==> config.mk <==
export PLATFORM = sky130hd
export DESIGN_NAME = ex_result_stage
export DESIGN_NICKNAME = d
export VERILOG_FILES = /design/src/rtl/ex_result_stage_pkg.sv /design/src/rtl/ex_skid_buf.sv /design/src/rtl/ex_result_stage.sv
export SDC_FILE = /design/constraint.sdc
export NUM_CORES = 1
export LEC_CHECK = 0
export BUFFER_PORTS_ARGS = -buffer_cell sky130_fd_sc_hd__buf_2
export CAP_MARGIN = 20
export CORE_MARGIN = 4
export CORE_UTILIZATION = 49
export CTS_CLUSTER_SIZE = 16
export DETAILED_ROUTE_END_ITERATION = 12
export GPL_TIMING_DRIVEN = 0
export PLACE_DENSITY_LB_ADDON = 0.05
export SETUP_SLACK_MARGIN = 0.1
export SLEW_MARGIN = 30
export SYNTH_ARGS = -nofsm -noshare
export SYNTH_HDL_FRONTEND = slang
export SYNTH_SLANG_ARGS = --single-unit
export TNS_END_PERCENT = 20
==> constraint.sdc <==
create_clock -name clk -period 3.2 [get_ports clk]
set_input_delay 0.48 -clock clk [delete_from_list [all_inputs] [get_ports clk]]
set_output_delay 0.48 -clock clk [all_outputs]
set_load 0.01 [all_outputs]
==> src/rtl/ex_result_stage_pkg.sv <==
// ex_result_stage_pkg
// Shared definitions for the EX result stage and its neighbours.
//   - opcode constants for the ALU instruction set
//   - packed pipeline entry {data, rd, wb_en, opcode} used by ALU, EX and MEM
//   - skid buffer occupancy encoding
//   - is_alu_op(): true for opcodes the ALU actually drives a result for
package ex_result_stage_pkg;

    localparam int EX_DATA_W = 32;
    localparam int EX_REG_W  = 5;
    localparam int EX_OP_W   = 6;

    localparam logic [EX_OP_W-1:0] OP_ADD   = 6'h20;
    localparam logic [EX_OP_W-1:0] OP_ADDI  = 6'h21;
    localparam logic [EX_OP_W-1:0] OP_SUB   = 6'h22;
    localparam logic [EX_OP_W-1:0] OP_NAND  = 6'h23;
    localparam logic [EX_OP_W-1:0] OP_AND   = 6'h24;
    localparam logic [EX_OP_W-1:0] OP_ANDI  = 6'h25;
    localparam logic [EX_OP_W-1:0] OP_SRL   = 6'h26;
    localparam logic [EX_OP_W-1:0] OP_SLL   = 6'h27;
    localparam logic [EX_OP_W-1:0] OP_XOR   = 6'h28;
    localparam logic [EX_OP_W-1:0] OP_NO_OP = 6'h3F;

    typedef struct packed {
        logic [EX_DATA_W-1:0] data;
        logic [EX_REG_W-1:0]  rd;
        logic                 wb_en;
        logic [EX_OP_W-1:0]   opcode;
    } ex_entry_t;

    typedef enum logic [1:0] {
        BUF_EMPTY = 2'd0,
        BUF_ONE   = 2'd1,
        BUF_FULL  = 2'd2
    } buf_state_e;

    function automatic logic is_alu_op(input logic [EX_OP_W-1:0] op);
        return (op >= OP_ADD) && (op <= OP_XOR);
    endfunction

endpackage

==> src/rtl/ex_skid_buf.sv <==
// ex_skid_buf
// Generic 2-entry valid/ready skid buffer with synchronous flush.
// in_ready depends only on registered state, so the upstream ready path is
// cut; one transfer per cycle is sustained while out_ready stays high.
//
//   state     | meaning
//   ----------+------------------------------------------------
//   BUF_EMPTY | no entry held; out_valid=0
//   BUF_ONE   | main slot valid; can still take one more entry
//   BUF_FULL  | main and skid valid (skid younger); in_ready=0
//
// Ports:
//   clk, rst_n          clock, async active-low reset
//   flush               drop every held entry at the next edge
//   in_valid/in_ready   upstream handshake, in_data is the entry
//   out_valid/out_ready downstream handshake, out_data is the oldest entry
module ex_skid_buf
    import ex_result_stage_pkg::*;
#(
    parameter int           W       = 8,
    parameter logic [W-1:0] RST_VAL = '0
) (
    input  logic         clk,
    input  logic         rst_n,
    input  logic         flush,
    input  logic         in_valid,
    output logic         in_ready,
    input  logic [W-1:0] in_data,
    output logic         out_valid,
    input  logic         out_ready,
    output logic [W-1:0] out_data
);

    buf_state_e   state_q, state_d;
    logic [W-1:0] main_q, skid_q;
    logic         push;
    logic         load_main, load_skid, skid_to_main;

    assign in_ready  = (state_q != BUF_FULL);
    assign out_valid = (state_q != BUF_EMPTY);
    assign out_data  = main_q;
    assign push      = in_valid && in_ready && !flush;

    always_ff @(posedge clk or negedge rst_n) begin
        if (!rst_n) state_q <= BUF_EMPTY;
        else        state_q <= state_d;
    end

    always_comb begin
        state_d      = state_q;
        load_main    = 1'b0;
        load_skid    = 1'b0;
        skid_to_main = 1'b0;
        if (flush) begin
            state_d = BUF_EMPTY;
        end else begin
            case (state_q)
                BUF_EMPTY: begin
                    if (push) begin
                        load_main = 1'b1;
                        state_d   = BUF_ONE;
                    end
                end
                BUF_ONE: begin
                    if (push && out_ready) begin
                        load_main = 1'b1;
                    end else if (push) begin
                        load_skid = 1'b1;
                        state_d   = BUF_FULL;
                    end else if (out_ready) begin
                        state_d = BUF_EMPTY;
                    end
                end
                BUF_FULL: begin
                    if (out_ready) begin
                        skid_to_main = 1'b1;
                        state_d      = BUF_ONE;
                    end
                end
                default: state_d = BUF_EMPTY;
            endcase
        end
    end

    // Payload registers hold their value when not loaded, which keeps out_data
    // stable while the consumer stalls.
    always_ff @(posedge clk or negedge rst_n) begin
        if (!rst_n) begin
            main_q <= RST_VAL;
            skid_q <= RST_VAL;
        end else begin
            if (load_main)    main_q <= in_data;
            if (skid_to_main) main_q <= skid_q;
            if (load_skid)    skid_q <= in_data;
        end
    end

endmodule

==> src/rtl/ex_result_stage.sv <==
// ex_result_stage
// EX->MEM pipeline stage behind the combinational ALU. Filters opcodes,
// buffers results in a 2-entry skid buffer and owns the N/Z/V flags.
//
// Ports:
//   clk, rst_n, flush                  clock, async reset, sync kill
//   in_valid/in_ready                  EX handshake (in_ready registered)
//   alu_out, alu_n/z/v, alu_done       ALU result and flags
//   opcode, rd, wb_en                  instruction fields from EX
//   out_valid/out_ready                MEM handshake
//   out_data/out_rd/out_wb_en/out_opcode buffered entry
//   flag_n/flag_z/flag_v               architectural flags
module ex_result_stage
    import ex_result_stage_pkg::*;
#(
    parameter int DATA_W = EX_DATA_W,
    parameter int REG_W  = EX_REG_W,
    parameter int OP_W   = EX_OP_W
) (
    input  logic              clk,
    input  logic              rst_n,
    input  logic              flush,
    input  logic              in_valid,
    output logic              in_ready,
    input  logic [DATA_W-1:0] alu_out,
    input  logic              alu_n,
    input  logic              alu_z,
    input  logic              alu_v,
    input  logic              alu_done,
    input  logic [OP_W-1:0]   opcode,
    input  logic [REG_W-1:0]  rd,
    input  logic              wb_en,
    output logic              out_valid,
    input  logic              out_ready,
    output logic [DATA_W-1:0] out_data,
    output logic [REG_W-1:0]  out_rd,
    output logic              out_wb_en,
    output logic [OP_W-1:0]   out_opcode,
    output logic              flag_n,
    output logic              flag_z,
    output logic              flag_v
);

    // Same field order as ex_entry_t: {data, rd, wb_en, opcode}.
    localparam int ENTRY_W = DATA_W + REG_W + 1 + OP_W;
    localparam logic [ENTRY_W-1:0] ENTRY_RST = {{DATA_W{1'b0}}, {REG_W{1'b0}}, 1'b0, OP_NO_OP};

    logic               accept;
    logic               is_nop;
    logic               known_op;
    logic [ENTRY_W-1:0] in_entry;
    logic [ENTRY_W-1:0] out_entry;

    assign is_nop   = (opcode == OP_NO_OP);
    assign known_op = is_alu_op(opcode);
    assign accept   = in_valid && in_ready && !flush;

    // The ALU leaves its result undriven for unknown opcodes, so such entries
    // travel on as harmless bubbles: zero data, no writeback.
    assign in_entry = known_op ? {alu_out, rd, wb_en, opcode}
                               : {{DATA_W{1'b0}}, rd, 1'b0, opcode};

    // NO_OP completes the handshake but never occupies a slot.
    ex_skid_buf #(
        .W       (ENTRY_W),
        .RST_VAL (ENTRY_RST)
    ) u_skid_buf (
        .clk       (clk),
        .rst_n     (rst_n),
        .flush     (flush),
        .in_valid  (in_valid && !is_nop),
        .in_ready  (in_ready),
        .in_data   (in_entry),
        .out_valid (out_valid),
        .out_ready (out_ready),
        .out_data  (out_entry)
    );

    assign {out_data, out_rd, out_wb_en, out_opcode} = out_entry;

    // Flags commit at accept time, not at MEM handoff, so they always track
    // the youngest flag-setting instruction regardless of backpressure.
    always_ff @(posedge clk or negedge rst_n) begin
        if (!rst_n) begin
            flag_n <= 1'b0;
            flag_z <= 1'b0;
            flag_v <= 1'b0;
        end else if (accept && alu_done && known_op) begin
            flag_n <= alu_n;
            flag_z <= alu_z;
            flag_v <= alu_v;
        end
    end

endmodule

; ---- Word level (Yosys, flattened, before mapping)
; Cells that the tools add are included.
[word_totals]
regBits = 93
in_bits = 53
[classes]
mux = 20
n_eq_ne = 8
reduce_logical = 15
n_lt_le_gt_ge = 2
[ops]
columns = operator, n
row1 = 44-bit two-way mux, 3
row2 = 2-bit two-way mux, 6
row3 = 1-bit logical AND, 9
row4 = 1-bit two-way mux, 9
row5 = "6-bit == test, second input constant", 1
row6 = "6-bit greater-or-equal comparator, second input constant", 1
row7 = "6-bit less-or-equal comparator, second input constant", 1
row8 = "3-bit != test, second input constant", 2
row9 = 2-bit case mux with 3 select lines, 1
row10 = "4-bit by 3-bit != test with 1-bit output, second input constant", 1
row11 = 4-bit AND reduction, 1
row12 = 2-bit nonzero test, 2
row13 = "3-bit by 2-bit != test with 1-bit output, second input constant", 1
row14 = "2-bit by 1-bit == test with 1-bit output, second input constant", 1
row15 = "2-bit == test, second input constant", 1
row16 = 1-bit logical NOT, 2
row17 = 2-bit logical NOT, 1
row18 = "2-bit != test, second input constant", 1
row19 = 1-bit case mux with 2 select lines, 1

; ---- Logic depth before layout (Yosys ltp)
[logic_depth]
ltp_word = 11
ltp_mapped = 7
mapped_depth_nobuf = 4

; ---- Hierarchy
; Synthesis repeated with hierarchy kept, for this count alone.
[unflattened]
cells_unflattened = 298
area_unflattened_um2 = 4398.0
[by_module_without_submodules]
columns = module, cells_per_inst, n_inst, area_per_inst_um2, seq_area_each_um2
row1 = ex_skid_buf, 248, 1, 4003.8, 2267.2
row2 = ex_result_stage, 50, 1, 394.1, 75.1

; ---- Worst setup path after synthesis
; No wires, ideal clock.
[synth_path]
path_kind = input -> register
startpoint = in opcode[2]
endpoint = reg flag_n
slack_ps = 1448
t_arrival_ps = 1627
setup_ps = 125
required_time_ps = 3075
path_stages = 4
cell_sequence = o31a_1 nor3b_2 and3_1 mux2_2
[synth_via]
elab_chain_len = 3
word_cells_on_any_way = 4
[synth_rtl]
columns = item, line
row1 = from (decl), ex_result_stage.sv:30  ; input logic [OP_W-1:0] opcode,
row2 = 6-bit greater-or-equal comparator or 6-bit less-or-equal comparator (tied branches), ex_result_stage_pkg.sv:38  ; return (op >= OP_ADD) && (op <= OP_XOR);
row3 = 1-bit logical AND *, ex_result_stage_pkg.sv:38
row4 = 1-bit logical AND *, ex_result_stage.sv:88  ; end else if (accept && alu_done && known_op) begin
row5 = to (signal assigned), ex_result_stage.sv:89  ; flag_n <= alu_n;
row6 = to (decl), ex_result_stage.sv:39  ; output logic flag_n,
; Mark *: on every way between the ends. The rest lies on a longest branch, timed or not.
; A chain may end at the register's enable or synchronous reset.

; ---- Final worst setup path
[layout_path]
startpoint = reg u_skid_buf.state_q[1]
endpoint = reg u_skid_buf.main_q[24], in the netlist u_skid_buf.out_data[24]
[layout_via]
elab_chain_len = 8
word_cells_on_any_way = 15
[layout_rtl]
columns = item, line
row1 = from (decl), ex_skid_buf.sv:34  ; buf_state_e state_q, state_d;
row2 = from (signal assigned), ex_skid_buf.sv:46  ; else state_q <= state_d;
row3 = 2-bit != test, ex_skid_buf.sv:39  ; assign in_ready = (state_q != BUF_FULL);
row4 = 1-bit logical AND (2 in a row), ex_skid_buf.sv:42  ; assign push = in_valid && in_ready && !flush;
row5 = 1-bit logical AND, ex_skid_buf.sv:65  ; if (push && out_ready) begin
row6 = 1-bit two-way mux, ex_skid_buf.sv:65
row7 = 1-bit case mux with 2 select lines, ex_skid_buf.sv:57  ; case (state_q)
row8 = 1-bit two-way mux, ex_skid_buf.sv:54  ; if (flush) begin
row9 = 2-bit nonzero test (no source line), n/a
row10 = to (signal assigned), ex_skid_buf.sv:92  ; if (load_main) main_q <= in_data;
row11 = to (signal assigned), ex_skid_buf.sv:93  ; if (skid_to_main) main_q <= skid_q;
row12 = to (decl), ex_skid_buf.sv:35  ; logic [W-1:0] main_q, skid_q;
; Several ways; a longest one is shown, not always the timed one.

==> impl_metrics.json <==
{
  "run_status": "complete, no violations",
  "critical_path_required_ns": 3.43,
  "dp.final_hpwl_mm": 6.702,
  "power.clock.fraction_pct": 27.2,
  "clkSinkCount": 93,
  "setup_ws_ns": 1.232,
  "regToRegEndpoint": "u_skid_buf.out_data[24]",
  "maxSlewHeadroom_pct": 59.52,
  "routed-via-count": 3142,
  "rsz0062_at_grt": "false",
  "die_area_sq_um": 9931,
  "grt_overflow_total": 0,
  "place.gp.congestion": 0.7706,
  "synth-simple-area-share_pct": 11.55,
  "io_buffer_count": 101,
  "setup.worst_path.class": "reg2reg",
  "setup.worst_path.start": "u_skid_buf.state_q[1]",
  "worstSetupEndpointType": "flip-flop",
  "core-area_sq_um": 8175,
  "post_synthesis_sequential_area_ratio_pct": 56.90,
  "synth_area_per_cell_sq_um": 10.64,
  "vdd_drop_max_v": 0.0003500,
  "critPathArrivalTime_ns": 2.20,
  "cp-start-kind": "flip-flop",
  "holdCritStartpoint": "out_ready",
  "hold_end": "u_skid_buf.state_q[1]",
  "design_area_sq_um": 4997,
  "area_growth_syn_to_layout_pct": 21.40,
  "detail_route.vias_per_cell": 5.142,
  "synth_fa_ha_area_share_pct": 0,
  "holdCritPathClass": "in2reg",
  "netlist_area_sq_um": 4116,
  "worst_clock_skew_ns": 0.01254,
  "wirelength_mm": 9.495,
  "die_x_microns": 99.66,
  "io_pins": 102,
  "reg2reg_start": "u_skid_buf.state_q[1]",
  "regToRegSetupSlack_ns": 1.23,
  "layout.cells.non_filler": 611,
  "f_max_mhz": 508.1,
  "tritoncts.num_buffers": 9,
  "clkSlewWorstSetupHoldPaths_ns": 0.09,
  "antenna_violating_nets_post_route": 0,
  "cts_tree": "done",
  "timing.setup.tns_ns": 0,
  "clock_tree.htree_level_count": 3,
  "post-route-min-period_ns": 1.968,
  "max-cap-violations": 0,
  "power.combinational.fraction_pct": 20.9,
  "worstRegToRegCells": 5,
  "num_antenna_cells": 0,
  "design.final.nets": 554,
  "cell_area_reported_after_detailed_placement_sq_um": 4787,
  "synth-compound-area-share_pct": 19.85,
  "worstSkewPairLatency_ns": 0.35,
  "most_common_library_cell_in_the_layout_ignoring_fill_and_taps": "sky130_fd_sc_hd__buf_2",
  "cts_buffer_depth": 2,
  "finalCritPeriodShare_pct": 61.51,
  "ys_seq_elements": 93,
  "cts-root-buf": "sky130_fd_sc_hd__clkbuf_8",
  "max_slew.worst_pin.slew_ns": 0.6050,
  "row_count": 33,
  "seq_power_share_pct": 51.9,
  "layout_common_cells": "sky130_fd_sc_hd__buf_2, sky130_fd_sc_hd__dfrtp_1, sky130_fd_sc_hd__nand2_1",
  "drive_gt1_share_pct": 38.54,
  "detailedRoute.firstIterationViolations": 106,
  "net-switching-power_mw": 0.8340,
  "synthesis.yosys.warnings": 0,
  "drtPass1Iterations": 4,
  "setup_violations": 0,
  "min_path_cells": 2,
  "avgRoutedWirePerCell_microns": 15.54,
  "muxShareOfSynthArea_pct": 4.103,
  "power.density_nw_per_um2": 581.9,
  "synth_nets": 440,
  "netSwitchingFraction_pct": 28.68,
  "post_synthesis_instance_total": 387,
  "intPower_mw": 2.074,
  "synth_top_family_by_area": "compound AO/OA/AOI/OAI gates",
  "floorplan.initialDensity_pct": 50.35,
  "fillCellCount": 721,
  "yosys.area_share.xor_xnor_pct": 0,
  "finalPower_mw": 2.908,
  "vias_in_the_first_global_route": 3280,
  "place_ws_ns": 0.8894,
  "report.final.slew_viol_count": 0,
  "ys_types": 31,
  "antenna_violations_before_repair": 0,
  "drc": 0,
  "post-route-util_pct": 61.13,
  "grt_start_max_net_pins": 72,
  "hold_violations": 0,
  "crit_path_max_fanout": 10,
  "track_usage_pct": 20.13,
  "dieHeight_microns": 99.66,
  "grt_pass1_wl_mm": 15.89,
  "power.static_leakage_nw": 2.443,
  "numPlacedInstances": 594,
  "finalHoldWorstSlack_ns": 0.3212
}
==> cells by family after synthesis <==
family,Yosys count
AND/OR/NAND/NOR,114
AO/OA/AOI/OAI,96
flip-flops,93
buffers and inverters,69
multiplexers,15
==> layout make-up <==
class                           instances  area, sq um  share of cell area (%)
Sequential cell                        93         2342                   46.87
Multi-Input combinational cell        225         1461                   29.24
Timing Repair Buffer                  103        549.3                   10.99
Inverter                               44        165.2                   3.305
Buffer                                 25        147.6                   2.954
Clock buffer                           10        137.6                   2.754
Tap cell                              105        131.4                   2.629
Clock inverter                          6        62.56                   1.252
==> critical path: stages, from the launching register on <==
cell and delay, ns:
sky130_fd_sc_hd__dfrtp_1 0.45, sky130_fd_sc_hd__nor3b_1 0.33, sky130_fd_sc_hd__o21ai_0 0.14, sky130_fd_sc_hd__nor2_1 0.49
sky130_fd_sc_hd__buf_4 0.34, sky130_fd_sc_hd__a221oi_2 0.09
==> power by group through the flow <==
stage          Clock [mW]  Combinational, mW  Sequential, mW
2_1_floorplan           0              0.306            1.57
3_3_place_gp            0              0.597            1.52
3_5_place_dp            0              0.619            1.53
4_1_cts             0.809              0.622            1.51
5_1_grt             0.867              0.676            1.53
6_report            0.792              0.608            1.51
==> synthesized netlist by cell type, drive strengths merged <==
cell type	n	area [sq um]
a211oi	1	7.510
a21oi	11	55.05
a221oi	33	470.5
and2	1	8.760
and3	1	6.260
and3b	1	8.760
buf	17	117.6
clkbuf	8	30.03
dfrtp	81	2027
dfstp	12	315.3
inv	44	165.2
mux2	15	168.9
nand2	67	251.5
nand2b	3	18.77
nand4	1	6.260
nor2	34	127.6
nor2b	1	6.260
nor3b	2	20.02
o211ai	2	15.01
o21a	1	7.510
o21ai	35	175.2
o22ai	11	68.82
o31a	1	8.760
o32ai	1	8.760
or2	2	12.52
or3b	1	8.760
==> how the worst max path moves through the flow <==
| stage | endpoint | slack (ns) |
|---|---|---|
| CTS | u_skid_buf.out_data[32] | 1.23 |
| finish | u_skid_buf.out_data[24] | 1.23 |
| global placement | u_skid_buf.skid_q[39] | 0.74 |
| global route | u_skid_buf.out_data[24] | 1.10 |
| detailed placement | u_skid_buf.out_data[23] | 0.89 |
| floorplan | flag_n | 1.45 |
==> timing repair <==
item	CTS	global route
hold buffers	1	0
resized for setup	0	0
hold endpoints to repair	22	0
buffers inserted	0	0
==> registers in the layout (all words and copies together), names as in the netlist <==
register / flops
flag_n: 1
flag_v: 1
flag_z: 1
u_skid_buf.out_data: 44
u_skid_buf.skid_q: 44
u_skid_buf.state_q: 2
==> metal layers <==
metal,track usage (%),vias up,wire length (microns)
li1,-,1536,-
met1,26.67,1519,4182
met2,33.26,74,4667
met3,3.576,13,490
met4,7.353,0,154
met5,0,-,0
No activity file was read; power rests on OpenSTA's default activity.
